File: src/rtl/sequential_divider_if.sv
// sequential_divider_if: start/operand request and busy/done/result response bundle of the divider
interface sequential_divider_if #(
    parameter int WIDTH = 16
);
    logic             start;
    logic [WIDTH-1:0] dividend;
    logic [WIDTH-1:0] divisor;
    logic             busy;
    logic             done;
    logic [WIDTH-1:0] quotient;
    logic [WIDTH-1:0] remainder;
    logic             div_by_zero;

    modport master (
        output start, dividend, divisor,
        input  busy, done, quotient, remainder, div_by_zero
    );

    modport slave (
        input  start, dividend, divisor,
        output busy, done, quotient, remainder, div_by_zero
    );
endinterface

File: src/rtl/sequential_divider.sv
// sequential_divider: restoring shift-subtract divider, one quotient bit per clock; SEQ_DIVIDER_SIGNED_EN selects two's-complement operands
module sequential_divider #(
    parameter int WIDTH = 16
) (
    input logic                 clk_i,
    input logic                 reset_i,
    sequential_divider_if.slave bus
);
    localparam int CW = $clog2(WIDTH);

    typedef enum logic [1:0] {IDLE, CALC, DONE} state_t;

    state_t           state_q, state_d;
    logic [WIDTH:0]   a_q, a_d, shifted, diff, a_n;
    logic [WIDTH-1:0] q_q, q_d, m_q, m_d, q_n;
    logic [WIDTH-1:0] quo_q, quo_d, rem_q, rem_d;
    logic [WIDTH-1:0] dvd_mag, dvs_mag, quo_fin, rem_fin;
    logic [CW-1:0]    cnt_q, cnt_d;
    logic             dbz_q, dbz_d, accept;

    assign accept  = state_q == IDLE && bus.start && bus.divisor != '0;
    assign shifted = {a_q[WIDTH-1:0], q_q[WIDTH-1]};
    assign diff    = shifted - {1'b0, m_q};
    assign a_n     = diff[WIDTH] ? shifted : diff;
    assign q_n     = {q_q[WIDTH-2:0], ~diff[WIDTH]};

`ifdef SEQ_DIVIDER_SIGNED_EN
    logic qneg_q, rneg_q;

    assign dvd_mag = bus.dividend[WIDTH-1] ? -bus.dividend : bus.dividend;
    assign dvs_mag = bus.divisor[WIDTH-1] ? -bus.divisor : bus.divisor;
    assign quo_fin = qneg_q ? -q_n : q_n;
    assign rem_fin = rneg_q ? -a_n[WIDTH-1:0] : a_n[WIDTH-1:0];

    // Remember the result signs of the accepted operation for the fix-up on DONE entry
    always_ff @(posedge clk_i) begin
        if (reset_i) begin
            qneg_q <= 1'b0;
            rneg_q <= 1'b0;
        end else if (accept) begin
            qneg_q <= bus.dividend[WIDTH-1] ^ bus.divisor[WIDTH-1];
            rneg_q <= bus.dividend[WIDTH-1];
        end
    end
`else
    assign dvd_mag = bus.dividend;
    assign dvs_mag = bus.divisor;
    assign quo_fin = q_n;
    assign rem_fin = a_n[WIDTH-1:0];
`endif

    // Next state, iteration datapath and result capture
    always_comb begin
        state_d = state_q;
        a_d     = a_q;
        q_d     = q_q;
        m_d     = m_q;
        cnt_d   = cnt_q;
        quo_d   = quo_q;
        rem_d   = rem_q;
        dbz_d   = dbz_q;
        case (state_q)
            IDLE: begin
                if (accept) begin
                    state_d = CALC;
                    q_d     = dvd_mag;
                    m_d     = dvs_mag;
                    a_d     = '0;
                    cnt_d   = '0;
                end else if (bus.start) begin
                    state_d = DONE;
                    quo_d   = '1;
                    rem_d   = bus.dividend;
                    dbz_d   = 1'b1;
                end
            end
            CALC: begin
                a_d   = a_n;
                q_d   = q_n;
                cnt_d = cnt_q + 1'b1;
                if (cnt_q == CW'(WIDTH - 1)) begin
                    state_d = DONE;
                    quo_d   = quo_fin;
                    rem_d   = rem_fin;
                    dbz_d   = 1'b0;
                end
            end
            DONE:    state_d = IDLE;
            default: state_d = IDLE;
        endcase
    end

    // State and datapath registers
    always_ff @(posedge clk_i) begin
        if (reset_i) begin
            state_q <= IDLE;
            a_q     <= '0;
            q_q     <= '0;
            m_q     <= '0;
            cnt_q   <= '0;
            quo_q   <= '0;
            rem_q   <= '0;
            dbz_q   <= 1'b0;
        end else begin
            state_q <= state_d;
            a_q     <= a_d;
            q_q     <= q_d;
            m_q     <= m_d;
            cnt_q   <= cnt_d;
            quo_q   <= quo_d;
            rem_q   <= rem_d;
            dbz_q   <= dbz_d;
        end
    end

    assign bus.busy        = state_q == CALC;
    assign bus.done        = state_q == DONE;
    assign bus.quotient    = quo_q;
    assign bus.remainder   = rem_q;
    assign bus.div_by_zero = dbz_q;
endmodule
File: src/flat_wrapper.sv
// flat-port wrapper written by rule: the top's interface ports become plain ports
module sequential_divider_flat 
#(
    parameter int WIDTH = 16
)
  (clk_i, reset_i, bus_start, bus_dividend, bus_divisor, bus_busy, bus_done, bus_quotient, bus_remainder, bus_div_by_zero);
  sequential_divider_if #(.WIDTH(WIDTH)) bus_i ();
  input logic clk_i;
  input logic reset_i;
  input wire logic [$bits(bus_i.start)-1:0] bus_start;
  input wire logic [$bits(bus_i.dividend)-1:0] bus_dividend;
  input wire logic [$bits(bus_i.divisor)-1:0] bus_divisor;
  output wire logic [$bits(bus_i.busy)-1:0] bus_busy;
  output wire logic [$bits(bus_i.done)-1:0] bus_done;
  output wire logic [$bits(bus_i.quotient)-1:0] bus_quotient;
  output wire logic [$bits(bus_i.remainder)-1:0] bus_remainder;
  output wire logic [$bits(bus_i.div_by_zero)-1:0] bus_div_by_zero;
  assign bus_i.start = bus_start;
  assign bus_i.dividend = bus_dividend;
  assign bus_i.divisor = bus_divisor;
  assign bus_busy = bus_i.busy;
  assign bus_done = bus_i.done;
  assign bus_quotient = bus_i.quotient;
  assign bus_remainder = bus_i.remainder;
  assign bus_div_by_zero = bus_i.div_by_zero;
  sequential_divider #(.WIDTH(WIDTH)) u_core (.clk_i(clk_i), .reset_i(reset_i), .bus(bus_i));
endmodule
File: config.mk
export PLATFORM = sky130hd
export DESIGN_NAME = sequential_divider_flat
export DESIGN_NICKNAME = d
export VERILOG_FILES = /design/src/rtl/sequential_divider_if.sv /design/src/rtl/sequential_divider.sv /design/src/flat_wrapper.sv
export SDC_FILE = /design/constraint.sdc
export NUM_CORES = 1
export LEC_CHECK = 0
export BUFFER_PORTS_ARGS = -buffer_cell sky130_fd_sc_hd__buf_2
export CAP_MARGIN = 0
export CORE_MARGIN = 3
export CORE_UTILIZATION = 40
export CTS_CLUSTER_SIZE = 30
export DETAILED_ROUTE_END_ITERATION = 12
export HOLD_SLACK_MARGIN = 0.12
export RECOVER_POWER = 25
export SETUP_SLACK_MARGIN = 0.1
export SLEW_MARGIN = 20
export SYNTH_ARGS = -nofsm -noshare
export SYNTH_HDL_FRONTEND = slang
export SYNTH_SLANG_ARGS = --single-unit
export TNS_END_PERCENT = 10
File: constraint.sdc
create_clock -name clk_i -period 2.91 [get_ports clk_i]
set_input_delay 0.1455 -clock clk_i [delete_from_list [all_inputs] [get_ports clk_i]]
set_output_delay 0.1455 -clock clk_i [all_outputs]
set_load 0.005 [all_outputs]
==> results.cfg, run 1 <==
[global_route]
grt_pass1_wl_mm = 22.0
grt_usage = 0.219
antenna_found_initial = 0
grt_util_met1 = 0.319
overflow = 0
grt-busiest-layer = met2
use_met2 = 0.332
grt_max_degree = 53
grt_pass1_vias = 4157
global_route.usage.met3 = 0.0383

[floorplanning]
die_area_mm2 = 0.0126
start_util = 0.414
die_h_um = 112
core_mm2 = 0.0109
num_rows = 38
die_width_um = 112
num_io_pins = 70

[worst_hold_path]
hp-class = input port to flop

[status]
status = finished clean

[setup_path]
critical_path.cell_chain = inv_1 > ha_2 > inv_2 > fa_2 > a211oi_4 > o211ai_1 > and3_4 > nor3_4 > nor2_4 > buf_6 > mux2i_4 > a2111oi_4
slowest_stage = fa_2
cp-endpoint = u_core.bus.remainder[10]$_SDFFE_PP0P_
crit_family = compound AO/OA/AOI/OAI gates
crit_path_start_kind = flop
cp.depth = 12
startpoint = u_core.q_q[15]$_SDFFE_PP0P_
worst-path-buf-inv = 3
cp.arrival_ns = 2.97
rr_worst_depth = 12
path_max_fanout = 5
crit_path_end_kind = flop
crit_type = flop to flop
cpPeakStageDelay_ns = 0.42
cp.required_ns = 3.16
timing.rr.start = u_core.q_q[15]$_SDFFE_PP0P_
rrSetupSlack_ns = 0.19
r2r-end = u_core.bus.remainder[10]$_SDFFE_PP0P_

[yosys]
synth.top_cells.by_area = dfxtp_1 (39%), mux2i_1 (5.3%), nand2_1 (5.1%), ha_1 (4.7%), nor2_1 (4.6%)
synth_top_family_by_area = compound AO/OA/AOI/OAI gates
synth_nets = 583
synth_seq_area_share = 0.385
ys.flop_type = dfxtp_1
yosys.area_share.simple = 0.166
avgSynthCellArea_um2 = 8.53
synth_edf_count = 0
ys_warn_count = 0
synth_compound_area_frac = 0.268
synth.largest_area_cell = dfxtp_1
synth_cells = 530
synth_xor_area_frac = 0.0194
synth_fa_ha_area_frac = 0.0515
synthArstFlopShare = 0
synthMuxAreaShare = 0.0556
syn_area_mm2 = 0.00452
yosys.area.top_type_share = 0.385
synth-seq-cells = 87
synth_cell_types = 66

[cts]
clockBufferDepth = 2
cts_tree = done
htreeDepth = 3
path_clk_slew_ns = 0.07
cts_root_buf = clkbuf_16
clk_latency_ns = 0.35
cts_buffers = 9
cts.sinks = 87

[final_layout]
nNetsFinal = 679
layout-area-overhead-vs-synth_pct = 26.0
layout-drive-gt1-share = 0.208
diodes = 0
fill_cells = 1064

[detailed_routing]
dr.pass1.iters = 5
viasPerCell = 5.75
drt_wl_total_mm = 13.8
ant_nets = 0
drt_iter0_drc = 424
wire_per_inst_um = 17.9
drcViolationCount = 0
num_vias = 4431

[pwr]
finalPower_mw = 4.56
ir_drop_v = 0.000517
powerDensity_mw_per_mm2 = 800
p_leak_nw = 2.34

[flow_run]
cap_violations = 0

[placed_design]
place_hpwl_mm = 10.0
io_buffers = 69
place_congestion = 0.960

[timing]
worst_pin_slew_ns = 0.686
hold_viol = 0
grt_setup_unrepaired = true
max_slew_margin = 0.541
clock_skew_ns = 0.00575
clock.fmax_ghz = 0.368
fin_tns_setup_ns = 0
period_minus_slack_ns = 2.72
period_share = 0.934
setup_viol_count_final = 0
finalMaxSlewViolations = 0
## per-layer routing
layer / routed length (um) / part of all wire
met1: 6690 / 0.48
met3: 822 / 0.060
met4: 220 / 0.016
met5: 0 / 0
met2: 6080 / 0.44
## per-stage QoR
step	area, um2	setup slack [ns]	instances	hold slack (ns)	util
2_1_floorplan	4520	0.278	530	0.289	-
3_3_place_gp	4990	0.224	718	0.392	0.457
3_5_place_dp	4990	0.116	718	0.399	0.457
4_1_cts	5590	0.119	764	0.126	0.511
5_1_grt	5700	0.0822	771	0.123	0.521
6_report	5700	0.193	771	0.124	0.521
## layout by cell type, fill, tap and decap left out, types with 12 or more instances in the layout
| cell type | netlist | layout |
|---|---|---|
| buf_4 | 1 | 21 |
| o21ai_0 | 38 | 38 |
| dfxtp_1 | 87 | 86 |
| clkbuf_1 | 20 | 17 |
| a21oi_1 | 25 | 24 |
| a311oi_1 | 17 | 17 |
| nand2_1 | 61 | 61 |
| nand3_1 | 15 | 15 |
| o221a_2 | 16 | 16 |
| mux2i_1 | 24 | 20 |
| nor2_1 | 55 | 54 |
| dlygate4sd3_1 | 0 | 30 |
| inv_1 | 21 | 20 |
| ha_1 | 17 | 16 |
| a21o_1 | 13 | 12 |
| buf_2 | 9 | 52 |
## cell usage after synthesis (3+ instances only)
cell type  instances
a21oi_1           25
a41oi_1            4
xor2_1             4
a31oi_1           11
o221ai_1           3
buf_2              9
inv_1             21
nor2b_1            3
a211oi_1           3
dfxtp_1           87
clkbuf_1          20
buf_1              3
a21o_1            13
ha_1              17
mux2i_1           24
xnor2_1            6
o21ai_0           38
nor4_1             6
o211ai_1           4
nand4_1            7
nand3_1           15
o21a_1             6
a311oi_1          17
nor2_1            55
nand2_1           61
o21ai_1            3
o221a_2           16
nor3_1             5
## flip-flops by register name, indices dropped and copies added, names as in the netlist
signal,cells
u_core.cnt_q,4
u_core.a_q,16
u_core.m_q,16
u_core.bus.quotient,16
u_core.bus.div_by_zero,1
u_core.state_q,2
u_core.bus.remainder,16
u_core.q_q,16
## worst reg2reg max path, cell delays in order (launching register included)
cell	delay (ns)
dfxtp_2	0.32
inv_1	0.05
ha_2	0.17
inv_2	0.04
fa_2	0.42
a211oi_4	0.27
o211ai_1	0.12
and3_4	0.22
nor3_4	0.24
nor2_4	0.08
buf_6	0.14
mux2i_4	0.19
a2111oi_4	0.35
## layout make-up
cell class / count / area, um2 / area share
clock buffer: 10 / 229 / 0.0402
clock inverter: 6 / 68.8 / 0.0121
inverter: 22 / 82.6 / 0.0145
multi-input combinational: 385 / 2610 / 0.457
sequential: 87 / 1740 / 0.306
tap: 140 / 175 / 0.0307
timing repair buffer: 121 / 793 / 0.139
## report_power, final
| part | switching (mW) | internal [mW] | leakage, nW | total [mW] |
|---|---|---|---|---|
| registers | 0.0914 | 1.27 | 0.709 | 1.37 |
| logic | 1.11 | 0.913 | 1.48 | 2.02 |
| clock network | 0.501 | 0.672 | 0.143 | 1.17 |
| total | 1.70 | 2.86 | 2.34 | 4.56 |
## worst min-delay path by stage
stage                           from                              to  slack [ns]  depth (start not counted)
global route        bus_dividend[15]     u_core.q_q[15]$_SDFFE_PP0P_        0.12                          3
finish                     bus_start  u_core.state_q[0]$_SDFFE_PP0P_        0.12                          3
CTS                        bus_start  u_core.state_q[0]$_SDFFE_PP0P_        0.13                          3
floorplan             bus_divisor[0]      u_core.m_q[0]$_SDFFE_PP0P_        0.29                          2
global placement      bus_divisor[7]      u_core.m_q[7]$_SDFFE_PP0P_        0.39                          3
detailed placement    bus_divisor[2]      u_core.m_q[2]$_SDFFE_PP0P_        0.40                          3
## cells by family after synthesis
kind of cell / after synthesis
compound gates: 167
buf+inv: 58
simple gates: 165
flops: 87
fa+ha+maj: 18
xor+xnor: 10
mux: 25
## what timing repair did
item | 4_1_cts | 5_1_grt
gates resized for setup | 0 | 16
setup endpoints to repair | 0 | 33
buffers inserted | 0 | 7
endpoints found under the hold margin | 30 | 0
hold buffers | 30 | 0
No activity file was read; power rests on OpenSTA's default activity.
==> run 2, diff against run 1 <==
Settings changed: CORE_MARGIN 3 to 5.
==> results.cfg, run 2 (synthesis gave the netlist of run 1 again) <==
[placed_design]
place_hpwl_mm = 10.2
io_buffers = 69
place_congestion = 0.925
placed_cell_area_mm2 = 0.00502

[final_layout]
layout-area-overhead-vs-synth_pct = 26.6
regArea_mm2 = 0.00174
nNetsFinal = 680
mostFrequentLayoutCells = dfxtp_1 (85), nand2_1 (61), nor2_1 (54), buf_2 (47), o21ai_0 (38)
diodes = 0
final_cell_area_mm2 = 0.00573
fill_cells = 1042
multi_input_area_mm2 = 0.00262
layout-drive-gt1-share = 0.207
final_util = 0.521
final_common_cell = dfxtp_1

[cts]
cts_buffers = 9
cts.sinks = 87
htreeDepth = 3
cts_tree = done
path_clk_slew_ns = 0.07
clk_latency_ns = 0.35
clockBufferDepth = 2
cts_root_buf = clkbuf_16

[timing]
fin_tns_setup_ns = 0
grt_setup_unrepaired = true
max_slew_margin = 0.604
holdWs_ns = 0.124
period_share = 0.929
period_minus_slack_ns = 2.70
hold_viol = 0
finalMaxSlewViolations = 0
worst_pin_slew_ns = 0.594
clock.fmax_ghz = 0.370
clock_skew_ns = 0.00675
setup_viol_count_final = 0

[global_route]
overflow = 0
grt_pass1_wl_mm = 22.4
grt_usage = 0.213
grt_max_degree = 53
antenna_found_initial = 0
grt_pass1_vias = 4313

[floorplanning]
num_io_pins = 70
core_mm2 = 0.0110
num_rows = 38
die_area_mm2 = 0.0135
die_h_um = 116
start_util = 0.412
die_width_um = 116

[detailed_routing]
ant_nets = 0
viasPerCell = 5.76
wire_per_inst_um = 18.3
drcViolationCount = 0
drt_wl_total_mm = 14.1
num_vias = 4444
dr.pass1.iters = 5
drt_iter0_drc = 367

[setup_path]
crit_type = flop to flop
path_max_fanout = 6
crit_path_start_kind = flop
crit_path_end_kind = flop
cp.arrival_ns = 2.96
cp.required_ns = 3.17

[pwr]
ir_drop_v = 0.000512
powerDensity_mw_per_mm2 = 800
p_leak_nw = 2.34

[status]
status = finished clean

[worst_hold_path]
hp-class = input port to flop

[flow_run]
cap_violations = 0
run 2: cell count changes in the layout (fill, tap and decap cells not counted), moves of 2 or more:
| cell | before | now |
|---|---|---|
| buf_2 | 52 | 47 |
| buf_4 | 21 | 23 |
| clkbuf_1 | 17 | 22 |
| dlygate4sd3_1 | 30 | 28 |
| inv_8 | 0 | 2 |
| mux2i_2 | 3 | 1 |
run 2: path summary, 6_finish.rpt:
check                                      start  slack [ns]  cells past startpoint                                     to
max                  u_core.q_q[15]$_SDFFE_PP0P_        0.21                     12  u_core.bus.remainder[10]$_SDFFE_PP0P_
min                             bus_dividend[10]        0.12                      3            u_core.q_q[10]$_SDFFE_PP0P_
max reg2reg          u_core.q_q[15]$_SDFFE_PP0P_        0.21                     12  u_core.bus.remainder[10]$_SDFFE_PP0P_
min reg2reg  u_core.bus.div_by_zero$_SDFFE_PP0P_        0.46                      2    u_core.bus.div_by_zero$_SDFFE_PP0P_
run 2: repair_timing:
| item | in CTS | in global routing |
|---|---|---|
| hold buffers | 28 | 0 |
| setup buffers | 0 | 6 |
| setup endpoints to repair | 0 | 31 |
| gates resized for setup | 0 | 20 |
| hold endpoints to repair | 28 | 0 |
run 2: power breakdown:
| group | leakage, nW | internal (mW) | switching [mW] |
|---|---|---|---|
| registers | 0.709 | 1.27 | 0.0968 |
| logic | 1.47 | 0.896 | 1.09 |
| clock network | 0.157 | 0.704 | 0.518 |
run 2: cell type report:
type / instances / area share
inverter: 22 / 0.0144
multi-input combinational: 385 / 0.457
timing repair buffer: 122 / 0.139
sequential: 87 / 0.305
clock inverter: 6 / 0.0131
tap: 140 / 0.0306
clock buffer: 10 / 0.0417
run 2: metrics by stage:
step | setup slack [ns] | power [mW] | instances
after floorplan | 0.278 | 2.64 | 530
after global placement | 0.234 | 3.04 | 722
after CTS | 0.110 | 4.31 | 766
after global routing | 0.0655 | 4.84 | 772
after detailed placement | 0.158 | 3.05 | 722
final | 0.208 | 4.58 | 772
run 2: per-layer routing:
layer	vias up	part of all wire	global-route usage	routed length, um
met5	-	0	0	0
met2	172	0.45	0.336	6360
met4	0	0.024	0.0681	346
met1	2105	0.45	0.290	6420
met3	24	0.071	0.0472	996
li1	2143	-	-	-
run 2: worst max-delay path, cell delays in order (launching register included):
cell and delay (ns):
dfxtp_2 0.32, inv_2 0.06, ha_4 0.13, inv_2 0.04, fa_2 0.42, a211oi_4 0.27
o211ai_1 0.11, and3_4 0.21, nor3_4 0.25, nor2_4 0.09, buf_6 0.15, mux2i_4 0.19
a2111oi_4 0.34
==> run 3, diff against run 2 <==
Settings changed: ABC_AREA set to 1.
Clock period 2.91 ns to 3.35 ns, I/O delays scaled along.
==> results.cfg, run 3 <==
[worst_hold_path]
hp-start = bus_divisor[14]
hp-class = input port to flop

[yosys]
synth_cells = 748
synth_top_family_by_area = simple AND/OR/NAND/NOR gates
yosys.area_share.simple = 0.331
synth_nets = 801
synth-seq-cells = 87
syn_area_mm2 = 0.00480
ys_warn_count = 0
synth_fa_ha_area_frac = 0.0485
synth_xor_area_frac = 0.0128
synth_cell_types = 29
yosys.area.top_type_share = 0.363
ys.flop_type = dfxtp_1
synth.top_cells.by_area = dfxtp_1 (36%), nand2_1 (15%), inv_1 (9.6%), nand3_1 (8.9%), nor2_1 (6.9%)
synth.largest_area_cell = dfxtp_1
yosys-top-cells-count = nand2_1 (188), inv_1 (123), nor2_1 (88)
synthMuxAreaShare = 0
synthArstFlopShare = 0
synth_seq_area_share = 0.363
synth_edf_count = 0
synth.most_common_cell = nand2_1
synth_compound_area_frac = 0.113
avgSynthCellArea_um2 = 6.42

[cts]
htreeDepth = 3
path_clk_slew_ns = 0.07
ctsResizeCount = 0
clockBufferDepth = 2
cts_buffers = 9
cts.sinks = 87
cts-hold-fix-buffers = 15
clk_latency_ns = 0.35
cts_root_buf = clkbuf_16
cts_tree = done
cts_setup_buffers = 0

[floorplanning]
core_mm2 = 0.0119
die_h_um = 120
die_area_mm2 = 0.0143
num_io_pins = 70
start_util = 0.403
num_rows = 40
die_width_um = 120

[global_route]
grt_pass1_wl_mm = 21.4
antenna_found_initial = 0
overflow = 0
grt_pass1_vias = 4484
grt_usage = 0.184
grt_max_degree = 55

[detailed_routing]
dr.pass1.iters = 5
drt_iter0_drc = 298
wire_per_inst_um = 13.5
ant_nets = 0
num_vias = 4771
viasPerCell = 4.92
drt_wl_total_mm = 13.1
drcViolationCount = 0

[timing]
setup_ws_ns = 0.654
clock.fmax_ghz = 0.371
setup_viol_count_final = 0
finalMaxSlewViolations = 0
worst_pin_slew_ns = 1.02
grt_setup_unrepaired = false
fin_tns_setup_ns = 0
clock_skew_ns = 0.00348
period_minus_slack_ns = 2.70
max_slew_margin = 0.318
period_share = 0.805
hold_viol = 0

[setup_path]
crit_path_start_kind = input port
path_max_fanout = 33
cp.arrival_ns = 2.95
timing.rr.start = u_core.state_q[0]$_SDFFE_PP0P_
cp.required_ns = 3.60
startpoint = bus_divisor[1]
crit_path_end_kind = flop
crit_type = input port to flop

[placed_design]
place_hpwl_mm = 9.62
place_congestion = 0.881
io_buffers = 69
dp_cells = 938
place_ws_ns = 0.688

[final_layout]
stdcell_count = 969
mostFrequentLayoutCells = nand2_1 (188), inv_1 (122), nor2_1 (88), dfxtp_1 (87), nand3_1 (85)
nNetsFinal = 870
layout-area-overhead-vs-synth_pct = 17.0
regArea_mm2 = 0.00174
diodes = 0
layout-drive-gt1-share = 0.114
final_common_cell = nand2_1
multi_input_area_mm2 = 0.00243
fill_cells = 1260

[pwr]
ir_drop_v = 0.000278
p_leak_nw = 2.99
powerDensity_mw_per_mm2 = 698

[flow_run]
cap_violations = 0

[status]
status = finished clean
-- run 3: changes by cell type in the layout (fill, tap and decap cells not counted), moves of 21 or more --
cell | previous run | this run
mux2i_1 | 21 | 0
nand3_1 | 15 | 85
nor2_1 | 54 | 88
inv_1 | 19 | 122
nand2_1 | 61 | 188
-- run 3: area by class of cell --
type	instances	area share
clock buffers	9	0.0401
clock inverters	7	0.00824
inverters	125	0.0835
multi-input cells	504	0.433
flip-flops and latches	87	0.310
well taps	147	0.0327
repair buffers	90	0.0929
-- run 3: power breakdown --
group / internal (mW) / switching, mW / total (mW) / leakage [nW]
clock network: 0.505 / 0.445 / 0.950 / 0.140
registers: 1.21 / 0.118 / 1.33 / 0.715
logic: 0.557 / 1.09 / 1.64 / 2.14
-- run 3: cell families (layout without fill, tap and decap cells) --
group / count (synthesis) / in the layout
compound gates: 98 / 98
xor+xnor: 7 / 7
fa+ha+maj: 18 / 18
buf+inv: 157 / 231
flops: 87 / 87
simple gates: 381 / 381
-- run 3: layer usage --
layer / track usage / vias up / part of all wire
met2: 0.296 / 119 / 0.46
met4: 0.0630 / 0 / 0.014
met3: 0.0349 / 11 / 0.058
li1: - / 2486 / -
met1: 0.249 / 2155 / 0.47
met5: 0 / - / 0
-- run 3: final timing paths --
check	slack (ns)	depth (start not counted)	endpoint
setup / recovery	0.65	13	u_core.bus.remainder[5]$_SDFFE_PP0P_
setup reg to reg	0.69	11	u_core.bus.remainder[5]$_SDFFE_PP0P_
hold / removal	0.13	3	u_core.m_q[14]$_SDFFE_PP0P_
hold reg to reg	0.46	2	u_core.cnt_q[3]$_SDFFE_PP0P_
-- run 3: stage by stage --
stage	hold WS (ns)	area (um2)	total power, mW	util
6_report	0.129	5620	3.92	0.472
3_5_place_dp	0.457	5220	2.98	0.438
5_1_grt	0.139	5620	4.24	0.472
2_1_floorplan	0.334	4800	2.59	-
3_3_place_gp	0.440	5220	2.96	0.438
4_1_cts	0.122	5640	3.96	0.473
-- run 3: critical path, stage by stage --
cell,delay (ns)
dlygate4sd3_1,0.52
buf_2,0.11
nor2_1,0.04
nand2_1,0.11
nor2_1,0.06
nand2_1,0.10
nand2_1,0.10
o21ai_2,0.79
inv_2,0.53
nor2_1,0.23
nor2_1,0.06
nand2_1,0.08
inv_1,0.04
